File: src/rtl/fifo_rd_pkg.sv
`default_nettype none
// ============================================================================
// Module  : fifo_rd_pkg
// Brief   : Shared defaults and lane-count width helper for the FIFO read packer
// Revision: 1.0 - initial release
// ============================================================================
package fifo_rd_pkg;

  localparam int c_DSIZE = 8;
  localparam int c_PACK  = 4;

  // Lane counts run 1..PACK, so the field must hold PACK itself.
  function automatic int lane_width(input int pack);
    return $clog2(pack + 1);
  endfunction

endpackage
`default_nettype wire

File: src/rtl/fifo_rd_out_reg.sv
`default_nettype none
// ============================================================================
// Module  : fifo_rd_out_reg
// Brief   : Single-entry valid/ready holding register with load and accept
// Revision: 1.0 - initial release
// ============================================================================
module fifo_rd_out_reg #(
  parameter int WIDTH  = 32,
  parameter int LANE_W = 3
) (
  input  logic              clk,
  input  logic              rst_n,
  input  logic              i_load,
  input  logic [WIDTH-1:0]  i_data,
  input  logic [LANE_W-1:0] i_lanes,
  input  logic              i_ready,
  output logic [WIDTH-1:0]  o_data,
  output logic [LANE_W-1:0] o_lanes,
  output logic              o_valid,
  output logic              o_free
);

  logic [WIDTH-1:0]  r_data;
  logic [LANE_W-1:0] r_lanes;
  logic              r_valid;

  // The caller only loads when o_free is high, so a load never drops a word.
  assign o_free = !r_valid || i_ready;

  always_ff @(posedge clk or negedge rst_n) begin
    if (!rst_n) begin
      r_data  <= '0;
      r_lanes <= '0;
      r_valid <= 1'b0;
    end else if (i_load) begin
      r_data  <= i_data;
      r_lanes <= i_lanes;
      r_valid <= 1'b1;
    end else if (r_valid && i_ready) begin
      r_valid <= 1'b0;
    end
  end

  assign o_data  = r_data;
  assign o_lanes = r_lanes;
  assign o_valid = r_valid;

endmodule
`default_nettype wire

File: src/rtl/fifo_rd_packer.sv
`default_nettype none
// ============================================================================
// Module  : fifo_rd_packer
// Brief   : Pops FIFO words and packs PACK of them into one valid/ready beat
// Revision: 1.0 - initial release
// ============================================================================
module fifo_rd_packer
  import fifo_rd_pkg::*;
#(
  parameter int DSIZE  = c_DSIZE,
  parameter int PACK   = c_PACK,
  localparam int LANE_W = lane_width(PACK)
) (
  input  logic                  rclk,
  input  logic                  rrst_n,
  input  logic [DSIZE-1:0]      rdata,
  input  logic                  rempty,
  output logic                  rinc,
  input  logic                  flush,
  output logic                  flush_done,
  output logic [DSIZE*PACK-1:0] out_data,
  output logic [LANE_W-1:0]     out_lanes,
  output logic                  out_valid,
  input  logic                  out_ready
);

  localparam int              CNT_W  = $clog2(PACK);
  localparam logic [CNT_W-1:0] c_LAST = CNT_W'(PACK - 1);

  logic [CNT_W-1:0]      r_cnt;
  logic                  r_flush_done;
  logic                  r_flush_ack;
  logic [DSIZE*PACK-1:0] w_acc;
  logic [DSIZE*PACK-1:0] w_full_word;
  logic [DSIZE*PACK-1:0] w_load_data;
  logic [LANE_W-1:0]     w_load_lanes;
  logic                  w_out_free;
  logic                  w_last;
  logic                  w_pop;
  logic                  w_flush_go;
  logic                  w_flush_emit;
  logic                  w_beat_emit;
  logic                  w_load;
  logic                  w_acc_clr;

  assign w_last = (r_cnt == c_LAST);

  // Gating on rrst_n keeps the pop strobe quiet while reset is held.
  assign w_pop = rrst_n && !rempty && !flush && !(w_last && !w_out_free);
  assign rinc  = w_pop;

  // r_flush_ack blocks a second completion until the requester drops flush.
  assign w_flush_go   = flush && !r_flush_ack;
  assign w_flush_emit = w_flush_go && (r_cnt != '0) && w_out_free;
  assign w_beat_emit  = w_pop && w_last;
  assign w_load       = w_beat_emit || w_flush_emit;
  assign w_acc_clr    = w_load;

  assign w_full_word  = {rdata, w_acc[DSIZE*(PACK-1)-1:0]};
  assign w_load_data  = w_beat_emit ? w_full_word : w_acc;
  assign w_load_lanes = w_beat_emit ? LANE_W'(PACK) : LANE_W'(r_cnt);

  for (genvar i = 0; i < PACK; i++) begin : g_lane
    localparam logic [CNT_W-1:0] c_IDX = CNT_W'(i);
    logic [DSIZE-1:0] r_lane;

    always_ff @(posedge rclk or negedge rrst_n) begin
      if (!rrst_n) begin
        r_lane <= '0;
      end else if (w_acc_clr) begin
        r_lane <= '0;
      end else if (w_pop && (r_cnt == c_IDX)) begin
        r_lane <= rdata;
      end
    end

    assign w_acc[i*DSIZE +: DSIZE] = r_lane;
  end

  always_ff @(posedge rclk or negedge rrst_n) begin
    if (!rrst_n) begin
      r_cnt        <= '0;
      r_flush_done <= 1'b0;
      r_flush_ack  <= 1'b0;
    end else begin
      r_flush_done <= 1'b0;
      if (!flush) begin
        r_flush_ack <= 1'b0;
      end
      if (w_pop) begin
        r_cnt <= w_last ? '0 : r_cnt + 1'b1;
      end else if (w_flush_go) begin
        if (r_cnt == '0) begin
          r_flush_done <= 1'b1;
          r_flush_ack  <= 1'b1;
        end else if (w_out_free) begin
          r_cnt        <= '0;
          r_flush_done <= 1'b1;
          r_flush_ack  <= 1'b1;
        end
      end
    end
  end

  assign flush_done = r_flush_done;

  fifo_rd_out_reg #(
    .WIDTH  (DSIZE*PACK),
    .LANE_W (LANE_W)
  ) u_out_reg (
    .clk     (rclk),
    .rst_n   (rrst_n),
    .i_load  (w_load),
    .i_data  (w_load_data),
    .i_lanes (w_load_lanes),
    .i_ready (out_ready),
    .o_data  (out_data),
    .o_lanes (out_lanes),
    .o_valid (out_valid),
    .o_free  (w_out_free)
  );

endmodule
`default_nettype wire

File: config.mk
export PLATFORM = sky130hd
export DESIGN_NAME = fifo_rd_packer
export DESIGN_NICKNAME = d
export VERILOG_FILES = /design/src/rtl/fifo_rd_pkg.sv /design/src/rtl/fifo_rd_out_reg.sv /design/src/rtl/fifo_rd_packer.sv
export SDC_FILE = /design/constraint.sdc
export NUM_CORES = 1
export LEC_CHECK = 0
export ABC_AREA = 1
export CORE_ASPECT_RATIO = 1.75
export CORE_MARGIN = 8
export CORE_UTILIZATION = 40
export CTS_BUF_LIST = sky130_fd_sc_hd__clkbuf_4 sky130_fd_sc_hd__clkbuf_8
export CTS_CLUSTER_SIZE = 16
export DETAILED_ROUTE_END_ITERATION = 6
export GPL_TIMING_DRIVEN = 0
export SLEW_MARGIN = 15
export SYNTH_ARGS = -nofsm -noshare
export SYNTH_HDL_FRONTEND = slang
export SYNTH_SLANG_ARGS = --single-unit
File: constraint.sdc
create_clock -name rclk -period 3.65 [get_ports rclk]
set_clock_uncertainty 0.1 [all_clocks]
set_input_delay 0.73 -clock rclk [delete_from_list [all_inputs] [get_ports rclk]]
set_output_delay 0.73 -clock rclk [all_outputs]
set_load 0.03 [all_outputs]
Word-level counts from Yosys, hierarchy flattened
Index checks and enable logic that the tools add are counted.
{ "totals": {"n_memories": 0, "latchBits": 0, "reg_bits": 72, "rom_bits": 0, "input_bits": 13, "elab_cells": 71, "output_inout_bits": 38, "ram_bits": 0} }
{ "op_classes": {"n_mux": 26, "n_addsub": 1, "reduce_logical": 30, "shifts": 0, "n_mul": 0, "eq_ne": 4, "order_cmp": 0, "div": 0, "n_bitwise": 0} }
{ "op_table": {"columns": ["cell", "count"], "rows": [
  ["$mux 8", 8],
  ["$mux 32", 1],
  ["$reduce_bool 2->1", 8],
  ["$logic_and 1x1->1", 12],
  ["$mux 1", 11],
  ["$mux 2", 5],
  ["$logic_not 1->1", 6],
  ["$eq 2x2->1 const B", 2],
  ["$mux 3", 1],
  ["$reduce_and 3->1", 1],
  ["$add 2x1->2 const B", 1],
  ["$eq 2x1->1 const B", 1],
  ["$logic_not 2->1", 1],
  ["$logic_or 1x1->1", 2],
  ["$ne 2x2->1 const B", 1]
]} }

Longest topological paths before layout
Gate-level depths: netlist of the first run.
{ "logic_depth": {"word_depth": 9, "ltp_mapped": 9, "depth_no_buf": 8} }

Hierarchy
Synthesis of the first run repeated with hierarchy kept, for this count alone.
{ "unflattened": {"hier_cells": 341, "hier_area_um2": 3163.0} }
{ "modules_own_cells": {"columns": ["mod", "area_per_inst_um2", "instances", "cells_per_inst"], "rows": [
  ["fifo_rd_packer", 1742.9, 1, 189],
  ["fifo_rd_out_reg", 1420.1, 1, 152]
]} }

Least setup slack after synthesis of the first run
OpenSTA, ideal clock, no wires.
{ "synth_path": {"kind": "input -> output", "startpoint": "input port rempty", "endpoint": "output port rinc", "t_arrival_ns": 1.311, "t_required_ns": 2.820, "path_stages": 5, "path_slack_ns": 1.509, "path_buffers": 0, "cell_sequence": "inv_1 nand2_1 nor2_2 nand2_2 inv_2"} }
{ "synth_via": {"elab_chain_len": 4} }
{ "synth_lines": {"columns": ["item", "line", "text"], "rows": [
  ["start, declared", "fifo_rd_packer.sv:17", "input logic rempty,"],
  ["$logic_not 1->1", "fifo_rd_packer.sv:49", "assign w_pop = rrst_n && !rempty && !flush && !(w_last && !w_out_free);"],
  ["$logic_and 1x1->1 (3 in a row)", "fifo_rd_packer.sv:49", null],
  ["end, declared", "fifo_rd_packer.sv:18", "output logic rinc,"]
]} }
No other way between the ends.

Worst setup path after layout of the first run
{ "layout_path": {"startpoint": "input port rrst_n", "endpoint": "output port rinc"} }
{ "layout_via": {"elab_chain_len": 3} }
{ "layout_lines": {"columns": ["item", "line", "text"], "rows": [
  ["start, declared", "fifo_rd_packer.sv:15", "input logic rrst_n,"],
  ["$logic_and 1x1->1 (3 in a row)", "fifo_rd_packer.sv:49", null]
]} }
No other way between the ends.

==> qor.yml, run 1 <==
run_status:
  status: "complete, no violations"
cts:
  cts_buffer_depth: 2
  cts_made_buffers: 9
  cts.clk_slew.worst_paths_ns: 0.07
  h-tree-depth: 3
  cts_root_buf: "clkbuf_8"
  clock-sinks: 72
  postCtsHoldBufs: 0
  clk_latency_ns: 0.34
  cts_tree: "done"
cells_and_area:
  layout_commonest_cell: "nand2_1"
  fin_nets: 407
  final_util_pct: 51.4
  synthToLayoutAreaGrowth_pct: 26.3
  n_antenna_cell: 0
  stdcell_area_um2: 3840
  fill_cells: 753
  most-common-layout-cells: "123 x nand2_1, 72 x dfrtp_1, 48 x nand4_1, 48 x clkdlybuf4s50_1, 21 x nand3_1"
  final_cells: 480
  final_layout_size_suffix_gt1_share_pct: 10.2
placed_design:
  dp.cells: 467
  placed_area_um2: 3670
  portBuffers: 50
  post-place-ws_ns: 0.00811
  hpwl_mm: 5.45
  gp_congestion: 0.867
critical_path:
  crit_required_ns: 2.82
  path_max_fanout: 41
  setup.worst_path.end_class: "primary output"
  arrival_ns: 2.23
  r2r_cells: 6
  reg2reg_to: "g_lane[0].r_lane[2]"
  r2r-start: "r_cnt[0]"
  startpoint_type: "primary input"
  path_class: "in2out"
  rrSetupSlack_ns: 1.79
global_routing:
  grt_pass1_wl_mm: 12.3
  grt_use_total_pct: 14.5
  met2_usage_pct: 23.5
  grt_pass1_vias: 2476
  top_usage_layer: "met2"
  grtUsageMet3_pct: 3.28
  grt_antenna_before_repair: 0
  gr-usage-met1_pct: 17.1
  gr-total-overflow: 0
  grt_start_max_net_pins: 42
detailed_routing:
  detail-route-antenna-nets: 0
  drc: 0
  drt_first_pass_iters: 4
  num_vias: 2425
  via_per_inst: 5.05
  totalWireLength_mm: 7.19
  drt_iter0_markers: 145
  detail_route.wl_per_cell_um: 15.0
floorplanning:
  die_x_um: 81.9
  ios: 51
  start_util_pct: 40.7
  die_h_um: 131
  coreArea_um2: 7460
  die_area_um2: 10700
  rows: 42
timing:
  setup_viol: 0
  rsz0062_at_grt: "false"
  finalCriticalPeriod_ns: 3.06
  slew_viol_final: 0
  worst_pin_slew_ns: 0.482
  max_clock_freq_mhz: 326
  fin_tns_setup_ns: 0
  fin_ws_ns: 0.586
  whs_ns: 0.170
  maxSlewHeadroom_pct: 67.9
  hold_viol: 0
  post-route-period-util_pct: 84.0
synthesis:
  yosysUniqueCellTypes: 20
  syn_area_per_cell_um2: 9.26
  synth_nets: 345
  yosysWarnings: 0
  syn_inst: 328
  synth-seq-area-share_pct: 59.3
  synth.top_cells.by_area: "dfrtp_1 59%, nand2_1 15%, nand4_1 9.9%"
  syn_area_um2: 3040
  yosys.area.top_type_share_pct: 59.3
  yosys.area.top_type: "dfrtp_1"
  ys_ff_latch: 72
min_path:
  hold_class: "in2async"
pwr:
  p_total_mw: 3.11
  ir_worst_vdd_mv: 0.376
  power_density_nw_per_um2: 810
  p_leak_nw: 1.97
flow_run:
  cap_violations: 0
-- flip-flops by register name, summed over array words and instances, names as in the netlist --
name and cells:
flush_done 1, g_lane.r_lane 32, r_cnt 2, r_flush_ack 1, u_out_reg.o_data 32, u_out_reg.o_lanes 3
u_out_reg.o_valid 1
-- logic make-up after synthesis --
kind of cell,synth area share [%]
and+or+nand+nor,32.4
DFF,59.3
buffers and inverters,5.77
AOI/OAI and AO/OA,0.906
adders and majority gates,1.65
-- cells in the mapped netlist --
| library cell | count |
|---|---|
| clkinv_1 | 1 |
| nor2_2 | 2 |
| nand2_2 | 2 |
| nand4_2 | 1 |
| nor2_1 | 9 |
| buf_2 | 8 |
| nor2_4 | 2 |
| clkbuf_1 | 3 |
| o21bai_1 | 1 |
| buf_4 | 3 |
| buf_6 | 2 |
| ha_1 | 4 |
| nand2_4 | 2 |
| nand3_1 | 21 |
| nand4_1 | 48 |
| nand2_1 | 123 |
| o21ai_0 | 4 |
| inv_1 | 17 |
| dfrtp_1 | 72 |
| inv_2 | 3 |
-- what timing repair did --
item | CTS | global route
hold endpoints to repair | 0 | 0
endpoints found under the setup margin | 0 | 1
gates resized for setup | 0 | 2
setup buffers | 0 | 0
-- power by group --
| part | switching [mW] | leakage [nW] | internal (mW) | total [mW] |
|---|---|---|---|---|
| sequential | 0.159 | 0.976 | 1.08 | 1.24 |
| combinational | 0.813 | 0.906 | 0.514 | 1.33 |
| clock | 0.259 | 0.0876 | 0.279 | 0.539 |
| total | 1.23 | 1.97 | 1.88 | 3.11 |
-- routing by layer --
layer | wire length [um] | share of wire (%) | vias to the layer above
met3 | 319 | 4.4 | 13
met4 | 191 | 2.7 | 0
met1 | 2980 | 41 | 1140
li1 | - | - | 1217
met2 | 3700 | 52 | 55
met5 | 0 | 0 | -
-- layout make-up --
class                   count  area [um^2]  share of cell area (%)
repair buffers             51          524                    13.7
well taps                  88          110                    2.87
plain buffers              16         96.3                    2.51
flip-flops and latches     72         1800                    47.0
inverters                  21         78.8                    2.05
clock inverters             1         5.00                   0.130
multi-input cells         219         1060                    27.7
clock buffers              12          159                    4.14
-- worst max-delay path, stage by stage --
cell	delay, ns
buf_6	0.27
buf_12	0.27
nand2_1	0.10
nor2_2	0.21
nand2_2	0.16
inv_2	0.17
dlymetal6s2s_1	0.31
-- worst max path at each step --
stage	start	endpoint	slack, ns	depth (start not counted)
after floorplan	rempty	rinc	1.51	5
after global placement	rrst_n	rinc	-2.36	6
after detailed placement	rrst_n	rinc	0.008	7
after CTS	rrst_n	rinc	0.005	7
after global routing	rrst_n	rinc	0.38	7
final	rrst_n	rinc	0.59	7
(Power assumes the default switching activity.)
==> inputs of run 2 (changes only) <==
PLACE_DENSITY = 0.65   (was unset)
clock period = 2.7 ns   (was 3.65 ns; I/O delays follow)
==> qor.yml, run 2 (synthesis gave the netlist of run 1 again) <==
run_status:
  status: "complete, no violations"  # unchanged
detailed_routing:
  drt_first_pass_iters: 4  # unchanged
  via_per_inst: 5.05  # about the same
  num_vias: 2439  # was 2425
  detail_route.wl_per_cell_um: 14.8  # was 15.0 um
  totalWireLength_mm: 7.16  # was 7.19 mm
  drt_iter0_markers: 148  # was 145
  detail-route-antenna-nets: 0  # unchanged
  drc: 0  # unchanged
global_routing:
  grt_antenna_before_repair: 0  # unchanged
  grt_pass1_wl_mm: 11.9  # was 12.3 mm
  grt_start_max_net_pins: 44  # was 42
  grt_pass1_vias: 2382  # was 2476
  grt_use_total_pct: 14.4  # was 14.5%
  gr-total-overflow: 0  # unchanged
critical_path:
  worstPathCellList: "clkdlybuf4s50_1 -> inv_1 -> nand2_1 -> nor2_2 -> nand2_2 -> inv_2 -> clkdlybuf4s15_2"  # was buf_6 -> buf_12 -> nand2_1 -> nor2_2 -> nand2_2 -> inv_2 -> dlymetal6s2s_1
  cp_top_family: "buffers and inverters"  # unchanged
  startpoint_type: "primary input"  # unchanged
  setup.worst_path.end_class: "primary output"  # unchanged
  crit_path_max_incr_delay_ns: 0.41  # was 0.31 ns
  rrSetupSlack_ns: 0.86  # was 1.79 ns
  cp.buffers_inverters: 4  # unchanged
  crit_required_ns: 2.06  # was 2.82 ns
  arrival_ns: 1.99  # was 2.23 ns
  crit_slowest_cell: "clkdlybuf4s50_1"  # was dlymetal6s2s_1
  path_class: "in2out"  # unchanged
  path_max_fanout: 10  # was 41
cts:
  cts.clk_slew.worst_paths_ns: 0.07  # about the same
  cts_tree: "done"  # unchanged
  cts_buffer_depth: 2  # unchanged
  postCtsHoldBufs: 0  # unchanged
  cts_made_buffers: 9  # unchanged
  clk_latency_ns: 0.35  # was 0.34 ns
  cts_root_buf: "clkbuf_8"  # unchanged
  h-tree-depth: 3  # unchanged
  clock-sinks: 72  # unchanged
timing:
  finalCriticalPeriod_ns: 2.63
  fin_tns_setup_ns: 0  # unchanged
  slew_viol_final: 0  # unchanged
  whs_ns: 0.0208  # was 0.170 ns
  worst_pin_slew_ns: 0.499  # was 0.482 ns
  maxSlewHeadroom_pct: 66.8  # was 67.9%
  post-route-period-util_pct: 97.5
  rsz0062_at_grt: "false"  # unchanged
  hold_viol: 0  # unchanged
  max_clock_freq_mhz: 380
  setup_viol: 0  # unchanged
floorplanning:
  coreArea_um2: 7460  # unchanged
  ios: 51  # unchanged
  die_h_um: 131  # unchanged
  rows: 42  # unchanged
  start_util_pct: 40.7  # unchanged
  die_x_um: 81.9  # unchanged
  die_area_um2: 10700  # unchanged
flow_run:
  cap_violations: 0  # unchanged
placed_design:
  hpwl_mm: 5.46  # was 5.45 mm
  gp_congestion: 0.890  # was 0.867
  dp.cells: 467  # unchanged
  portBuffers: 50  # unchanged
cells_and_area:
  synthToLayoutAreaGrowth_pct: 27.5  # was 26.3%
  final_cells: 483  # was 480
  n_antenna_cell: 0  # unchanged
  fill_cells: 724  # was 753
  final_util_pct: 51.9  # was 51.4%
  seq_area_um2: 1800  # unchanged
  final_layout_size_suffix_gt1_share_pct: 11.1  # was 10.2%
  multi_input_area_um2: 1060  # unchanged
  most-common-layout-cells: "123 x nand2_1, 72 x dfrtp_1, 48 x nand4_1, 48 x clkdlybuf4s50_1, 21 x nand3_1"  # unchanged
  layout_commonest_cell: "nand2_1"  # unchanged
  fin_nets: 407  # unchanged
pwr:
  ir_worst_vdd_mv: 0.450  # was 0.376 mV
  p_total_mw: 4.34  # was 3.11 mW
  power_density_nw_per_um2: 1120  # was 810 nW/um^2
  p_leak_nw: 1.98  # was 1.97 nW
min_path:
  hold_class: "in2async"  # unchanged
-- run 2: per-layer routing --
layer	wire (um)	vias to the layer above	track usage [%]
li1	-	1216	-
met1	2840	1134	15.5
met2	3610	64	23.1
met3	338	25	3.28
met4	375	0	10.9
met5	0	-	0
-- run 2: timing repair --
item,in CTS,in global routing
endpoints found under the setup margin,1,0
hold endpoints to repair,0,0
buffers inserted,0,0
gates resized for setup,3,0
-- run 2: layout make-up --
| cell class | count | area share (%) |
|---|---|---|
| sequential | 72 | 46.5 |
| buffer | 16 | 2.49 |
| inverter | 21 | 2.03 |
| clock buffer | 13 | 4.30 |
| clock inverter | 3 | 1.03 |
| timing repair buffer | 51 | 13.4 |
| multi-input combinational | 219 | 27.4 |
| tap | 88 | 2.84 |
-- run 2: power breakdown --
| part | switching (mW) | internal, mW | total, mW |
|---|---|---|---|
| Combinational | 1.10 | 0.695 | 1.79 |
| Sequential | 0.215 | 1.46 | 1.68 |
| Clock | 0.373 | 0.495 | 0.868 |
-- run 2: path summary, 6_finish.rpt --
check                                startpoint                   end  cells after the start
setup reg to reg                       r_cnt[0]   g_lane[0].r_lane[6]                      6
hold reg to reg            u_out_reg.o_data[21]  u_out_reg.o_data[21]                      2
hold / removal                           rrst_n            flush_done                      1
setup / recovery                         rempty                  rinc                      7
min in group rclk          u_out_reg.o_data[21]  u_out_reg.o_data[21]                      2
max in group asynchronous                rrst_n  u_out_reg.o_data[10]                      2
-- run 2: stage by stage --
step                worst slack (ns)  area, um^2
floorplan                      0.939        3040
detailed placement            -0.311        3670
finish                        0.0679        3870
CTS                           0.0827        3870
global placement               -2.90        3650
global route                 0.00581        3870
==> inputs of run 3 (changes only) <==
PLACE_DENSITY = unset   (was 0.65)
clock period = 2.85 ns   (was 2.7 ns; I/O delays follow)
==> qor.yml, run 3 (synthesis gave the netlist of run 1 again) <==
cells_and_area:
  synthToLayoutAreaGrowth_pct: 28.4  # was 27.5%
  stdcell_area_um2: 3900  # was 3870 um^2
  fill_cells: 743  # was 724
  fin_nets: 411  # was 407
  layout_commonest_cell: "nand2_1"  # unchanged
  final_cells: 484  # was 483
  n_antenna_cell: 0  # unchanged
  final_layout_size_suffix_gt1_share_pct: 10.6  # was 11.1%
  most-common-layout-cells: "123 x nand2_1, 72 x dfrtp_1, 48 x nand4_1, 48 x clkdlybuf4s50_1, 21 x nand3_1"  # unchanged
global_routing:
  grt_pass1_wl_mm: 12.3  # was 11.9 mm
  grt_pass1_vias: 2474  # was 2382
  grt_antenna_before_repair: 0  # unchanged
  grt_start_max_net_pins: 42  # was 44
  gr-total-overflow: 0  # unchanged
  grt_use_total_pct: 14.5  # was 14.4%
placed_design:
  portBuffers: 50  # unchanged
  hpwl_mm: 5.45  # was 5.46 mm
  gp_congestion: 0.867  # was 0.890
  dp.cells: 467  # unchanged
  placed_area_um2: 3670  # unchanged
  post-place-ws_ns: -0.472  # was -0.311 ns
critical_path:
  setup.worst_path.end_class: "primary output"  # unchanged
  arrival_ns: 1.96  # was 1.99 ns
  startpoint_type: "primary input"  # unchanged
  path_class: "in2out"  # unchanged
  crit_required_ns: 2.18  # was 2.06 ns
  path_max_fanout: 10  # unchanged
cts:
  clk_latency_ns: 0.34  # was 0.35 ns
  cts_made_buffers: 9  # unchanged
  clock-sinks: 72  # unchanged
  cts.clk_slew.worst_paths_ns: 0.07  # about the same
  h-tree-depth: 3  # unchanged
  cts_root_buf: "clkbuf_8"  # unchanged
  cts_tree: "done"  # unchanged
  cts_buffer_depth: 2  # unchanged
detailed_routing:
  totalWireLength_mm: 7.51  # was 7.16 mm
  detail_route.wl_per_cell_um: 15.5  # was 14.8 um
  num_vias: 2460  # was 2439
  detail-route-antenna-nets: 0  # unchanged
  via_per_inst: 5.08  # was 5.05
  drc: 0  # unchanged
  drt_first_pass_iters: 4  # unchanged
  drt_iter0_markers: 147  # was 148
timing:
  hold_viol: 0  # unchanged
  post-route-period-util_pct: 92.2
  slew_viol_final: 0  # unchanged
  finalCriticalPeriod_ns: 2.63
  whs_ns: 0.0703  # was 0.0208 ns
  fin_ws_ns: 0.223  # was 0.0679 ns
  maxSlewHeadroom_pct: 54.2  # was 66.8%
  rsz0062_at_grt: "false"  # unchanged
  max_clock_freq_mhz: 381
  setup_viol: 0  # unchanged
  worst_pin_slew_ns: 0.685  # was 0.499 ns
floorplanning:
  die_x_um: 81.9  # unchanged
  start_util_pct: 40.7  # unchanged
  ios: 51  # unchanged
  coreArea_um2: 7460  # unchanged
  die_area_um2: 10700  # unchanged
  rows: 42  # unchanged
  die_h_um: 131  # unchanged
min_path:
  hold_class: "in2async"  # unchanged
pwr:
  power_density_nw_per_um2: 1030  # was 1120 nW/um^2
  ir_worst_vdd_mv: 0.489  # was 0.450 mV
  p_leak_nw: 1.98  # about the same
run_status:
  status: "complete, no violations"  # unchanged
flow_run:
  cap_violations: 0  # unchanged
## run 3: through the flow
stage	utilization [%]	TNS [ns]	total power, mW
global placement	48.9	-232.96	3.31
global route	52.3	0	4.26
floorplan	-	0	2.61
CTS	51.4	0	4.03
finish	52.3	0	4.00
detailed placement	49.1	-0.472	3.33
## run 3: area by class of cell
type                    count  area (um^2)  share of cell area, %
inverters                  21         78.8                   2.02
well taps                  88          110                   2.82
multi-input cells         219         1060                   27.2
flip-flops and latches     72         1800                   46.2
clock buffers              12          159                   4.07
plain buffers              16         96.3                   2.47
repair buffers             55          589                   15.1
clock inverters             1         5.00                  0.128
## run 3: worst max-delay path, stage by stage
cell and delay, ns:
clkdlybuf4s50_1 0.41, inv_1 0.06, nand2_1 0.05, nor2_2 0.21, nand2_2 0.16, inv_2 0.17, clkdlybuf4s15_2 0.32
## run 3: repair_timing
action | in CTS | in global routing
resized for setup | 4 | 2
hold buffers | 0 | 3
hold endpoints to repair | 0 | 4
cloned | 0 | 1
setup endpoints to repair | 1 | 1
setup buffers | 0 | 0
## run 3: path summary, 6_finish.rpt
kind	startpoint	endpoint	cells past startpoint	slack, ns
setup reg to reg	r_cnt[0]	g_lane[0].r_lane[2]	6	0.98
hold / removal	rrst_n	g_lane[3].r_lane[7]	2	0.07
max in group asynchronous	rrst_n	g_lane[2].r_lane[6]	2	1.47
min in group rclk	u_out_reg.o_data[15]	u_out_reg.o_data[15]	2	0.37
setup / recovery	rempty	rinc	7	0.22
hold reg to reg	u_out_reg.o_data[15]	u_out_reg.o_data[15]	2	0.37
## run 3: metal layers
layer  vias up  wire, um  track usage [%]
li1       1227         -                -
met1      1154      3060             17.1
met2        64      3890             23.5
met3        15       344             3.28
met4         0       210             7.17
met5         -         0                0
## run 3: power by group
group	switching (mW)	leakage [nW]	internal [mW]
clock network	0.338	0.0876	0.358
registers	0.205	0.976	1.39
logic	1.05	0.920	0.666
total	1.59	1.98	2.41
